### config.mk
export PLATFORM = sky130hd
export DESIGN_NAME = demux_stream_router
export DESIGN_NICKNAME = d
export VERILOG_FILES = /design/src/rtl/demux_stream_router.sv
export SDC_FILE = /design/constraint.sdc
export NUM_CORES = 1
export LEC_CHECK = 0
export BUFFER_PORTS_ARGS = -buffer_cell sky130_fd_sc_hd__buf_2
export CORE_MARGIN = 4
export CORE_UTILIZATION = 48
export DETAILED_ROUTE_END_ITERATION = 8
export HOLD_SLACK_MARGIN = 0.06
export PLACE_DENSITY = 0.78
export SLEW_MARGIN = 20
export SYNTH_ARGS = -nofsm -noshare
export SYNTH_HDL_FRONTEND = slang
export SYNTH_SLANG_ARGS = --single-unit
### constraint.sdc
create_clock -name clk -period 1.9 [get_ports clk]
set_input_delay 0.38 -clock clk [delete_from_list [all_inputs] [get_ports clk]]
set_output_delay 0.38 -clock clk [all_outputs]
set_load 0.005 [all_outputs]
### src/rtl/demux_stream_router.sv
// demux_stream_router: 1-to-N_OUT registered valid/ready stream demultiplexer.
// Each output channel owns a one-word register that can drain and reload on
// the same edge. Words whose in_sel has no matching channel are consumed,
// dropped, and flagged on sel_err for one cycle.
// Optional feature macro: DEMUX_BCAST_EN adds in_bcast, which loads one word
// into every channel at once when all channels can take it.
module demux_stream_router #(
  parameter int N_OUT  = 4,
  parameter int DATA_W = 8,
  localparam int SEL_W = $clog2(N_OUT)
) (
  input  logic                    clk,
  input  logic                    rst_n,
  input  logic                    en,
  input  logic                    in_valid,
  output logic                    in_ready,
  input  logic [DATA_W-1:0]       in_data,
  input  logic [SEL_W-1:0]        in_sel,
`ifdef DEMUX_BCAST_EN
  input  logic                    in_bcast,
`endif
  output logic [N_OUT-1:0]        out_valid,
  input  logic [N_OUT-1:0]        out_ready,
  output logic [N_OUT*DATA_W-1:0] out_data,
  output logic                    sel_err
);

  typedef enum logic {
    EMPTY = 1'b0,
    FULL  = 1'b1
  } ch_state_t;

  logic [N_OUT-1:0] free;      // channel can take a word this cycle
  logic [N_OUT-1:0] sel_hit;   // one-hot decode of a legal in_sel
  logic [N_OUT-1:0] load;      // channel captures in_data at the next edge
  logic             sel_legal;
  logic             bcast;
  logic             accept;
  logic             uc_ready;
  logic             sel_err_reg;
  logic             sel_err_next;

`ifdef DEMUX_BCAST_EN
  assign bcast = in_bcast;
`else
  assign bcast = 1'b0;
`endif

  // A power-of-two channel count decodes every in_sel value, so only the
  // other counts need the range check.
  generate
    if ((2 ** SEL_W) == N_OUT) begin : g_sel_full
      assign sel_legal = 1'b1;
    end else begin : g_sel_range
      localparam logic [SEL_W:0] N_OUT_L = (SEL_W+1)'(N_OUT);
      assign sel_legal = ({1'b0, in_sel} < N_OUT_L);
    end
  endgenerate

  // Per-channel select decode; out-of-range selects hit no channel.
  genvar gi;
  generate
    for (gi = 0; gi < N_OUT; gi++) begin : g_dec
      assign sel_hit[gi] = sel_legal && (in_sel == SEL_W'(gi));
    end
  endgenerate

  // Ready is combinational from out_ready and en, never from in_valid.
  // An illegal select is always ready so the word can be dropped.
  always_comb begin
    uc_ready = sel_legal ? |(sel_hit & free) : 1'b1;
    in_ready = en & (bcast ? &free : uc_ready);
  end

  // Accept decode: which channels load, and whether a drop is flagged.
  always_comb begin
    accept       = in_valid & in_ready;
    load         = {N_OUT{1'b0}};
    sel_err_next = 1'b0;
    if (accept) begin
      if (bcast) begin
        load = {N_OUT{1'b1}};
      end else begin
        load         = sel_hit;
        sel_err_next = ~sel_legal;
      end
    end
  end

  // Per-channel EMPTY/FULL controller with its one-word data register.
  generate
    for (gi = 0; gi < N_OUT; gi++) begin : g_ch
      ch_state_t         state_reg;
      ch_state_t         state_next;
      logic [DATA_W-1:0] data_reg;
      logic [DATA_W-1:0] data_next;

      assign free[gi]      = (state_reg == EMPTY) | out_ready[gi];
      assign out_valid[gi] = (state_reg == FULL);
      assign out_data[gi*DATA_W +: DATA_W] = data_reg;

      // Next state: a load always wins, so drain+load stays FULL (no bubble).
      always_comb begin
        state_next = state_reg;
        data_next  = data_reg;
        case (state_reg)
          EMPTY: begin
            if (load[gi]) state_next = FULL;
          end
          FULL: begin
            if (load[gi])           state_next = FULL;
            else if (out_ready[gi]) state_next = EMPTY;
          end
          default: state_next = EMPTY;
        endcase
        if (load[gi]) data_next = in_data;
      end

      // Channel state and payload registers; reset discards any held word.
      always_ff @(posedge clk or negedge rst_n) begin
        if (!rst_n) begin
          state_reg <= EMPTY;
          data_reg  <= '0;
        end else begin
          state_reg <= state_next;
          data_reg  <= data_next;
        end
      end
    end
  endgenerate

  // One-cycle drop indication for an accepted out-of-range select.
  always_ff @(posedge clk or negedge rst_n) begin
    if (!rst_n) sel_err_reg <= 1'b0;
    else        sel_err_reg <= sel_err_next;
  end

  assign sel_err = sel_err_reg;

endmodule

==> out/qor.txt <==
Routed len/inst: 15.9 um
# diodes: 0
CTS clk-pin slew, worst paths: 110 ps
Largest net degree at the start of global routing: 37
Clock latency on the worst-skew pair: 340 ps
IO Pins: 56
Buffers on Ports: 54
Tcrit/Tclk final: 0.872
Post-synthesis cell type count: 22
Vias: 993
Core area: 2850 um2
CP Max Fanout: 3
FF-to-FF setup slack: 420 ps
Post-DP HPWL: 2240 um
Worst r2r src: g_ch[1].state_reg
Capturing point of the worst reg2reg path: g_ch[1].data_reg[7]
CTS Buf Count: 5
Max IR drop VDD: 714 uV
RSZ-0062 raised after global routing: false
Clock buffer depth: 2
Leak: 0.000880 uW
Post-route cell area: 1820 um2
DRT iter0 DRCs: 55
# DRC: 0
Final nets: 173
Initial core utilization: 0.522
Period minus WS final: 1660 ps
Initial antenna violation count: 0
Fmax: 604 MHz
Syn nets: 117
Worst Clk Skew: 5.78 ps
Mapped Avg Cell Area: 15.0 um2
Asr flop ratio synth: 1.00
Hold Fails Final Rpt: 0
Outcome: completed
CTS tree: built
Worst Path Required: 1520 ps
Pwr/cell area: 1000 nW/um2
Ys flop type: dfrtp_1
Placer Congestion: 0.788
Clk sinks: 36
First-pass GRT wire length: 4900 um
Synth Area in Compound Gates: 0.0303
Final WS setup: 244 ps
Final ANT Viol Nets: 0
CP Launch Point: g_ch[0].state_reg
Global-route usage over all layers: 0.160
CP startpoint kind: flop
Largest family of logic cells by synthesized area: multiplexers
Total power: 1830 uW
Max reg flops: 32
Seq. cell area: 901 um2
CTS root buf: clkbuf_4
Area growth, synth to finish: 22.4%
Worst Reg-to-Reg Cells: 3
Hold buffer count at cts: 0
Post-CTS Setup Bufs: 0
Post-CTS Resized: 0
Post-Synthesis Cell Area: 1490 um2
Die footprint: 4060 um2
Slew Limit Fails: 0
DR pass1 iterations: 4
H-tree depth: 2
EDFF count, synth: 0
Vias in the first global route: 1,000
Adder-cell share of the synthesized area: 0
Place WS: 238 ps
Area occupied by multi-input gates: 528 um2
Final setup violation count: 0
# fillers: 223
Critical Path End Type: primary output
# Max-Cap Violations: 0
Placed Area: 1760 um2
Die width: 63.7 um
Worst-Margin Slew: 758 ps
Die Ht: 63.7 um
Routed wire length: 2970 um
Simple-Gate Fraction of Synth Area: 0.0798
Setup TNS Final: 0 ps
Worst slew margin: 0.495
Post-synthesis mux area share: 0.242
Seq cells post-synth: 36
Critical path class: flop to primary output
Vias per Instance: 5.31
Synthesized netlist cell count: 99
Seq/Total Area, Yosys: 0.605
Hold WC Path Type: primary input to asynchronous set/reset pin
Worst path arrival time: 1280 ps
Yosys warns: 0
Share of layout cells above drive strength 1: 0.647
XOR/XNOR Fraction of Synth Area: 0
Row cnt: 19
Gr ovfl total: 0
metal layers:
layer	wire, um	GRT usage	vias to the layer above	part of all wire
li1	-	-	461	-
met4	51	0.0701	0	0.017
met2	1360	0.231	54	0.46
met3	334	0.0888	6	0.11
met5	0	0	-	0
met1	1220	0.197	472	0.41
through the flow:
stage	hold WS, ps	std cells	utilization
CTS	111	187	0.639
floorplan	84.4	99	-
global placement	483	179	0.617
global route	135	187	0.639
finish	94.7	187	0.639
detailed placement	490	179	0.617
power breakdown:
part | internal, uW | switching (uW) | leakage [uW]
logic | 244 | 171 | 0.000415
clock network | 145 | 265 | 0.0000274
registers | 925 | 74.5 | 0.000438
total | 1310 | 511 | 0.000880
placed cells by master (no fill, tap or decap):
master,instances
mux2_2,32
inv_1,2
nand3_2,1
nand4_1,1
nand4_2,1
nand2_1,1
conb_1,1
o21ai_0,3
nor3_4,1
buf_2,54
nand3_1,2
clkinvlp_4,2
buf_4,2
nand3b_1,1
a21oi_2,1
nor2_1,1
nand4bb_1,1
nand2b_1,2
nor3b_4,1
nor2b_1,1
o21bai_1,1
clkinv_4,1
a21oi_1,1
clkbuf_4,5
o311ai_0,1
dfrtp_1,36
cells by family after synthesis:
family / Yosys count
muxes: 32
DFF: 36
and+or+nand+nor: 14
AOI/OAI and AO/OA: 7
buffers and inverters: 9
other: 1
synth_stat cells, types with 2 or more instances:
library cell,n,area share
buf_4,7,0.035
dfrtp_1,36,0.61
inv_1,2,0.0050
mux2_2,32,0.24
nand2b_1,2,0.0084
nand3_1,2,0.0067
o21ai_0,3,0.010
area by class of cell:
type                            instances  share of cell area
Clock inverter                          3              0.0130
Tap cell                               31              0.0213
Multi-Input combinational cell         54               0.290
Inverter                                2             0.00412
Clock buffer                            5              0.0206
Timing Repair Buffer                   56               0.157
Sequential cell                        36               0.495
critical path, stage by stage, from the launching register on:
cell      delay (ps)
dfrtp_1          350
nand2b_1         100
o311ai_0         280
a21oi_1           70
buf_2            140
worst max-delay path by stage:
stage	end	slack (ps)	cells past startpoint
floorplan	g_ch[2].data_reg[0]	480	4
global placement	g_ch[3].data_reg[0]	280	5
detailed placement	g_ch[3].data_reg[3]	240	5
CTS	in_ready	220	4
global route	in_ready	100	4
finish	in_ready	240	4
No activity file was read; power rests on OpenSTA's default activity.
